[config.mk]
export PLATFORM = sky130hd
export DESIGN_NAME = open_drain_receiver
export DESIGN_NICKNAME = d
export VERILOG_FILES = /design/src/rtl/open_drain_receiver_pkg.sv /design/src/rtl/open_drain_receiver_bit_filter.sv /design/src/rtl/open_drain_receiver.sv
export SDC_FILE = /design/constraint.sdc
export NUM_CORES = 1
export LEC_CHECK = 0
export CORE_MARGIN = 1.5
export CORE_UTILIZATION = 45
export DETAILED_ROUTE_END_ITERATION = 7
export PLACE_DENSITY = 0.76
export SYNTH_ARGS = -nofsm -noshare
export SYNTH_HDL_FRONTEND = slang
export SYNTH_SLANG_ARGS = --single-unit
[constraint.sdc]
create_clock -name clk_i -period 2.15 [get_ports clk_i]
set_clock_uncertainty 0.2 [all_clocks]
set_input_delay 0.43 -clock clk_i [delete_from_list [all_inputs] [get_ports clk_i]]
set_output_delay 0.43 -clock clk_i [all_outputs]
set_load 0.05 [all_outputs]
[src/rtl/open_drain_receiver_pkg.sv]
// Shared types for the open-drain receiver: per-line filter state encoding and
// the level the synchroniser assumes for a released (pulled-up) line.
package open_drain_receiver_pkg;

  typedef enum logic [1:0] {
    REL    = 2'b00,
    QUAL_A = 2'b01,
    QUAL_R = 2'b10,
    ASRT   = 2'b11
  } od_state_e;

  localparam logic LINE_RST_LEVEL = 1'b1;

  // QUAL_R still reports asserted: the line has not yet proven it is released.
  function automatic logic is_asserted_state(input od_state_e s);
    return (s == ASRT) || (s == QUAL_R);
  endfunction

endpackage

[src/rtl/open_drain_receiver_bit_filter.sv]
// One line of the receiver: 2-FF synchroniser, tick-qualified glitch filter, pulses.
// state | meaning: REL released, QUAL_A qualifying low, ASRT asserted, QUAL_R qualifying high
module open_drain_receiver_bit_filter
  import open_drain_receiver_pkg::*;
#(
  parameter int FilterTicks = 4,
  parameter int CntWidth    = 3
) (
  input  logic clk_i,
  input  logic reset_i,
  input  logic line_i,
  input  logic tick_i,
  output logic asserted_o,
  output logic assert_pulse_o,
  output logic release_pulse_o
);

  localparam logic [CntWidth-1:0] CNT_ONE  = CntWidth'(1);
  localparam logic [CntWidth-1:0] CNT_LAST = CntWidth'(FilterTicks - 1);

  logic                sync1_q, sync2_q;
  od_state_e           state_q, state_d;
  logic [CntWidth-1:0] cnt_q, cnt_d;
  logic                asserted_q, asserted_d;
  logic                assert_pulse_q, release_pulse_q;
  logic                low;

  assign low = ~sync2_q;

  always_ff @(posedge clk_i) begin
    if (reset_i) begin
      sync1_q         <= LINE_RST_LEVEL;
      sync2_q         <= LINE_RST_LEVEL;
      state_q         <= REL;
      cnt_q           <= '0;
      asserted_q      <= 1'b0;
      assert_pulse_q  <= 1'b0;
      release_pulse_q <= 1'b0;
    end else begin
      sync1_q         <= line_i;
      sync2_q         <= sync1_q;
      state_q         <= state_d;
      cnt_q           <= cnt_d;
      asserted_q      <= asserted_d;
      assert_pulse_q  <= asserted_d & ~asserted_q;
      release_pulse_q <= ~asserted_d & asserted_q;
    end
  end

  always_comb begin
    state_d = state_q;
    cnt_d   = cnt_q;
    case (state_q)
      REL: if (tick_i && low) begin
        if (FilterTicks == 1) state_d = ASRT;
        else begin
          state_d = QUAL_A;
          cnt_d   = CNT_ONE;
        end
      end
      QUAL_A: if (tick_i) begin
        if (!low) begin
          state_d = REL;
          cnt_d   = '0;
        end else if (cnt_q >= CNT_LAST) begin
          state_d = ASRT;
          cnt_d   = '0;
        end else cnt_d = cnt_q + CNT_ONE;
      end
      ASRT: if (tick_i && !low) begin
        if (FilterTicks == 1) state_d = REL;
        else begin
          state_d = QUAL_R;
          cnt_d   = CNT_ONE;
        end
      end
      QUAL_R: if (tick_i) begin
        if (low) begin
          state_d = ASRT;
          cnt_d   = '0;
        end else if (cnt_q >= CNT_LAST) begin
          state_d = REL;
          cnt_d   = '0;
        end else cnt_d = cnt_q + CNT_ONE;
      end
      default: begin
        state_d = REL;
        cnt_d   = '0;
      end
    endcase
  end

  always_comb begin
    asserted_d = is_asserted_state(state_q);
  end

  assign asserted_o      = asserted_q;
  assign assert_pulse_o  = assert_pulse_q;
  assign release_pulse_o = release_pulse_q;

endmodule

[src/rtl/open_drain_receiver.sv]
// Filtered receiver for Width wired-AND lines; Asserted=1 means a line is held low.
// Define OPEN_DRAIN_RX_LATCH_EN to add sticky Latched bits and the IntReq output.
module open_drain_receiver
  import open_drain_receiver_pkg::*;
#(
  parameter int Width       = 8,
  parameter int FilterTicks = 4,
  parameter int CntWidth    = 3
) (
  input  logic             clk_i,
  input  logic             reset_i,
  input  logic [Width:1]   bus_in_i,
  input  logic             sample_tick_i,
  output logic [Width:1]   asserted_o,
  output logic [Width:1]   assert_pulse_o,
  output logic [Width:1]   release_pulse_o
`ifdef OPEN_DRAIN_RX_LATCH_EN
  ,
  input  logic [Width:1]   latch_clr_i,
  output logic [Width:1]   latched_o,
  output logic             int_req_o
`endif
);

  for (genvar i = 1; i <= Width; i++) begin : g_line
    open_drain_receiver_bit_filter #(
      .FilterTicks(FilterTicks),
      .CntWidth   (CntWidth)
    ) u_filter (
      .clk_i          (clk_i),
      .reset_i        (reset_i),
      .line_i         (bus_in_i[i]),
      .tick_i         (sample_tick_i),
      .asserted_o     (asserted_o[i]),
      .assert_pulse_o (assert_pulse_o[i]),
      .release_pulse_o(release_pulse_o[i])
    );
  end

`ifdef OPEN_DRAIN_RX_LATCH_EN
  logic [Width:1] latched_q, latched_d;
  logic           int_req_q;

  // A new assert event beats a coincident clear so no event is lost.
  assign latched_d = (latched_q & ~latch_clr_i) | assert_pulse_o;

  always_ff @(posedge clk_i) begin
    if (reset_i) begin
      latched_q <= '0;
      int_req_q <= 1'b0;
    end else begin
      latched_q <= latched_d;
      int_req_q <= |latched_q;
    end
  end

  assign latched_o = latched_q;
  assign int_req_o = int_req_q;
`endif

endmodule

## Yosys cells after proc, flatten, opt, wreduce, memory -nomap -nowiden

Cells that the tools add are included.

| storage, ports and cells | value |
|---|---|
| bits in latches | 0 |
| input bits | 11 |
| memories | 0 |
| bits in registers | 80 |
| memory bits (writable) | 0 |
| ROM bits | 0 |
| output and inout bits | 24 |
| word-level logic and storage cells | 368 |

| operators by class | value |
|---|---|
| $mul | 0 |
| reduce and logical (&&, ||, !) cells | 48 |
| $add $sub $neg | 8 |
| bitwise operators | 40 |
| eq/ne operators | 72 |
| $lt $le $gt $ge | 8 |
| muxes and demuxes | 136 |
| div/mod/pow operators | 0 |
| shifts and indexed selects | 0 |

Operators with widths:

| cell | number |
|---|---|
| $mux 3 | 56 |
| $mux 2 | 64 |
| $pmux 3 s4 | 8 |
| $pmux 2 s4 | 8 |
| $reduce_and 6->1 | 8 |
| $eq 2x2->1 const B | 16 |
| $ne 2x1->1 const B | 16 |
| $ne 2x2->1 const B | 16 |
| $reduce_and 4->1 | 8 |
| $add 3x1->3 const B | 8 |
| $ge 3x2->1 const B | 8 |
| $ne 3x1->1 const B | 8 |
| $ne 3x3->1 const B | 8 |
| $not 1->1 | 24 |
| $and 1x1->1 | 16 |
| $eq 2x1->1 const B | 8 |
| $logic_and 1x1->1 | 16 |
| $logic_not 2->1 | 8 |
| $logic_or 1x1->1 | 8 |

## Depth between registers and ports, before layout

| depth | value |
|---|---|
| word-level depth | 5 |
| gate-level depth with buffers | 6 |
| mapped depth without buffers | 6 |

## By module

Synthesis repeated with hierarchy kept, for this count alone.

| second synthesis, totals | value |
|---|---|
| cells, all modules | 416 |
| area, all modules | 4199.0 um2 |

By module, submodules not included:

| module | sequential area each (um2) | cells an instance | area an instance (um2) | times used |
|---|---|---|---|---|
| open_drain_receiver_bit_filter (g_line[1].u_filter ...) | 200.2 | 52 | 529.3 | 4 |
| open_drain_receiver_bit_filter (g_line[4].u_filter ...) | 200.2 | 52 | 520.5 | 4 |

## Least setup slack after synthesis

OpenSTA, ideal clock, no wires.

| timing | value |
|---|---|
| path type | register to register |
| from | reg g_line[4].u_filter.state_q[0] |
| to | reg g_line[4].u_filter.state_q[1] |
| buffers on the path | 0 |
| data arrival time | 1.703 ns |
| clock period less this slack | 1.974 ns |
| required time | 1.880 ns |
| stages on the path, launching flop included | 7 |
| library setup time | 0.070 ns |
| setup slack | 0.176 ns |
| cell sequence | dfxtp_1 > inv_1 > ha_1 > nor4_1 > a211oi_2 > or4_1 > a21oi_1 |

| between the ends | value |
|---|---|
| longest elaborated chain between the ends | 3 |
| elaborated cells between the ends (all ways) | 12 |
| classes of those cells | 9 x eq/ne; 1 x mux; 2 x reduce/logical |

RTL lines:

| what | line | text |
|---|---|---|
| start: declaration | open_drain_receiver_bit_filter.sv:22 | `od_state_e state_q, state_d;` |
| start signal: assignment | open_drain_receiver_bit_filter.sv:42 | `state_q <= state_d;` |
| $eq 2x2->1 (tied with other cells) | open_drain_receiver_bit_filter.sv:53 | `case (state_q)` |
| $ne 3x3->1 (no source line) (tied with other cells) | n/a |  |
| $reduce_and 6->1 (no source line) | n/a |  |

Parallel ways exist; a longest one is shown, timed or not.
A chain may end at the register's enable or synchronous reset.

## Final worst setup path

| timing | value |
|---|---|
| from | reg g_line[6].u_filter.assert_pulse_q |
| to | out assert_pulse_o[6] (netlist name) |

RTL lines:

| what | line | text |
|---|---|---|
| start: declaration | open_drain_receiver_bit_filter.sv:25 | `logic assert_pulse_q, release_pulse_q;` |
| start signal: assignment | open_drain_receiver_bit_filter.sv:45 | `assert_pulse_q <= asserted_d & ~asserted_q;` |
| end: declaration | open_drain_receiver.sv:15 | `output logic [Width:1] assert_pulse_o,` |

No word-level cell between the ends.

==> results by group <==
Drt
  – Post-DR wirelength/cell: 13.57 µm
  – Final WL: 7.818 mm
  – DR vias: 3102
  – DRT iter0 DRCs: 129
  – 1st-pass router iterations: 4
  – Post-DR vias/cell: 5.385
  – Remaining DRCs: 0
  – ANT nets after route: 0

STA
  – Pins Over Slew Limit: 0
  – # setup viols final: 0
  – Fmax: 474.3 MHz
  – Worst hold slack: 0.2163 ns
  – Fin Setup TNS: 0 ns
  – Slew HR: 60.20%
  – Tmin final: 2.108 ns
  – Worst-Margin Slew: 0.5959 ns
  – Post-route setup slack: 0.04155 ns
  – Period utilization: 98.07%
  – Final Hold Fails: 0

Global routing
  – Pin count of the biggest net entering global routing: 29
  – Initial antenna violation count: 0
  – Remaining Overflow, GRT: 0
  – First-pass GRT wire length: 12.71 mm
  – Tot GR Track Use: 15.96%
  – Met1 usage in global routing: 17.98%
  – Grt met3 use: 3.303%
  – Most used routing layer: met2
  – Vias in the first global route: 3022
  – Grt met2 use: 27.24%

Flow run
  – Max-Cap Viols: 0

Outcome
  – Status: finished, final reports clean

Placement
  – Total placed instance area: 4564 µm²
  – Port Buffer Count: 34
  – HPWL after DPL: 5.652 mm
  – Worst slack, placed: -0.2258 ns
  – GPL Wtd Cong: 0.8061

Clock network
  – Number of hold buffers added after cts: 0
  – Clock Pin Slew Worst Setup and Hold Paths: 0.08 ns
  – Post-CTS setup buffers: 0
  – TritonCTS clock tree: built
  – CTS Root Cell: clkbuf_8
  – H-tree depth: 3
  – TritonCTS Buffers: 9
  – Clock net sink count: 80
  – Worst skew pair latency: 0.36 ns
  – Maximum buffer depth of the clock tree: 2

Layout
  – # diodes: 0
  – Final instance area: 4836 µm²
  – Layout cells sized above 1: 18.71%
  – Layout Nets: 522
  – Layout area overhead: 15.06%

Floorplanning
  – Die Wd: 99.64 µm
  – Starting Density: 45.92%
  – Cell Rows: 35
  – I/O pin count: 35
  – Die Ht: 99.64 µm
  – Die area: 9928 µm²
  – Core area: 9153 µm²

Logic synthesis
  – Syn Nets: 495
  – Post-Synthesis Cell Area: 4203 µm²
  – Yosys warns: 0
  – #FFs+latches synth: 80
  – Synth area leaders: dfxtp_1 38%, ha_1 15%, a21oi_1 5.6%, buf_4 4.3%, inv_1 3.3%
  – Number of flops mapped to enable cells by yosys: 0
  – Syn avg cell area: 9.706 µm²
  – Async S/R FF share, synth: 0%
  – Sequential area share after synthesis: 38.11%
  – Top cell type's share of synthesized area: 38.11%
  – Yosys cell types: 39
  – Count leader, synth: dfxtp_1
  – Main synth FF type: dfxtp_1
  – Syn Inst Count: 433
  – Post-synth top cells: 80 x dfxtp_1, 51 x ha_1, 47 x a21oi_1
  – Post-synth top area cell: dfxtp_1

Worst setup path
  – Worst setup SP type: flip-flop
  – Setup crit end kind: output port
  – Reg2reg end: g_line[2].u_filter.state_q[1]
  – R2r worst-path depth: 6
  – Crit-path cells: clkdlybuf4s50_1
  – Crit path max-delay cell type: clkdlybuf4s50_1
  – Cell family with most CP delay: buffers and inverters
  – Worst setup endpoint: assert_pulse_o[6]
  – CP bufs+invs: 1
  – Arr. time, crit path: 1.48 ns
  – Critical Path RT: 1.52 ns
  – Setup CP Type: flip-flop to output port
  – Slowest stage delay, CP: 0.80 ns
  – Critical-path maximum fanout: 1
  – Reg2reg setup slack: 0.12 ns
  – Worst path depth: 1
  – Critical path launch point: g_line[6].u_filter.assert_pulse_o
  – Worst r2r src: g_line[2].u_filter.state_q[0]

Hold path
  – Hold crit path type: flip-flop to flip-flop
  – Hold path cells: 1

Power
  – Peak supply drop: 0.2763 mV
  – Leak pwr: 1.958 nW
  – Power, Total: 4.121 mW
  – Pwr Density: 852.3 nW/µm²
==> metrics by stage <==
step | cells | util, %
floorplan | 433 | -
global placement | 560 | 49.87
detailed placement | 560 | 49.87
CTS | 576 | 51.92
global route | 576 | 52.84
finish | 576 | 52.84
==> sequential cells by signal, indices dropped and copies added, names as in the netlist <==
register	count
g_line.u_filter.assert_pulse_o	8
g_line.u_filter.asserted_o	8
g_line.u_filter.cnt_q	24
g_line.u_filter.release_pulse_o	8
g_line.u_filter.state_q	16
g_line.u_filter.sync1_q	8
g_line.u_filter.sync2_q	8
==> how the worst min path moves through the flow <==
stage,startpoint,end,slack (ns)
4_1_cts,g_line[1].u_filter.sync1_q,g_line[1].u_filter.sync2_q,0.23
3_3_place_gp,g_line[3].u_filter.sync1_q,g_line[3].u_filter.sync2_q,0.19
6_report,g_line[1].u_filter.sync1_q,g_line[1].u_filter.sync2_q,0.22
5_1_grt,g_line[3].u_filter.sync1_q,g_line[3].u_filter.sync2_q,0.23
2_1_floorplan,g_line[1].u_filter.sync1_q,g_line[1].u_filter.sync2_q,0.19
3_5_place_dp,g_line[4].u_filter.sync1_q,g_line[4].u_filter.sync2_q,0.20
==> cells in the final DEF, fill, tap and decap left out, types with 2 or more instances in the layout <==
cell type,n
dfxtp_1,73
ha_1,50
a21oi_1,47
inv_1,37
nor2_1,30
clkdlybuf4s50_1,24
buf_4,19
nand2_1,16
or2_2,16
o21ai_0,15
clkbuf_8,12
nor3_1,10
mux2i_1,8
a221oi_1,8
nor4b_1,8
nand4b_1,7
nand4bb_1,7
or4_1,7
dfxtp_2,7
nor4_2,6
or3_1,6
a2111oi_4,5
and3b_1,4
mux2i_2,3
nor3b_2,3
nor3_2,3
a2111oi_2,3
nor2b_1,3
dlygate4sd2_1,3
dlymetal6s2s_1,3
nor4_4,2
a211oi_1,2
nand2b_1,2
clkbuf_1,2
==> timing repair <==
action / CTS / global route
pin swaps: 0 / 4
setup endpoints to repair: 4 / 21
cloned: 0 / 0
resized for setup: 4 / 21
==> per-layer routing <==
metal / up-vias / share of wire [%] / routed length (µm)
li1: 1564 / - / -
met1: 1464 / 45 / 3550
met2: 56 / 49 / 3801
met3: 18 / 3.4 / 264
met4: 0 / 2.6 / 202
met5: - / 0 / 0
==> where the power goes <==
group | internal [mW] | switching [mW] | leakage (nW)
combinational | 0.611 | 0.695 | 1.21
sequential | 1.62 | 0.159 | 0.654
clock | 0.514 | 0.519 | 0.0927
==> logic make-up after synthesis <==
logic type	Yosys count	synth area share (%)
simple gates	135	20.72
compound gates	85	14.71
flops	80	38.11
buf+inv	71	8.663
fa+ha+maj	51	15.18
mux	11	2.620
==> cell type report <==
cell class,instances,area (µm²)
Clock inverter,2,12.51
Multi-Input combinational cell,282,2311
Clock buffer,14,172.7
Inverter,37,138.9
Timing Repair Buffer,50,451.7
Tap cell,111,138.9
Fill cell,784,4317
Sequential cell,80,1610
Power figures use the tool's default switching activity.
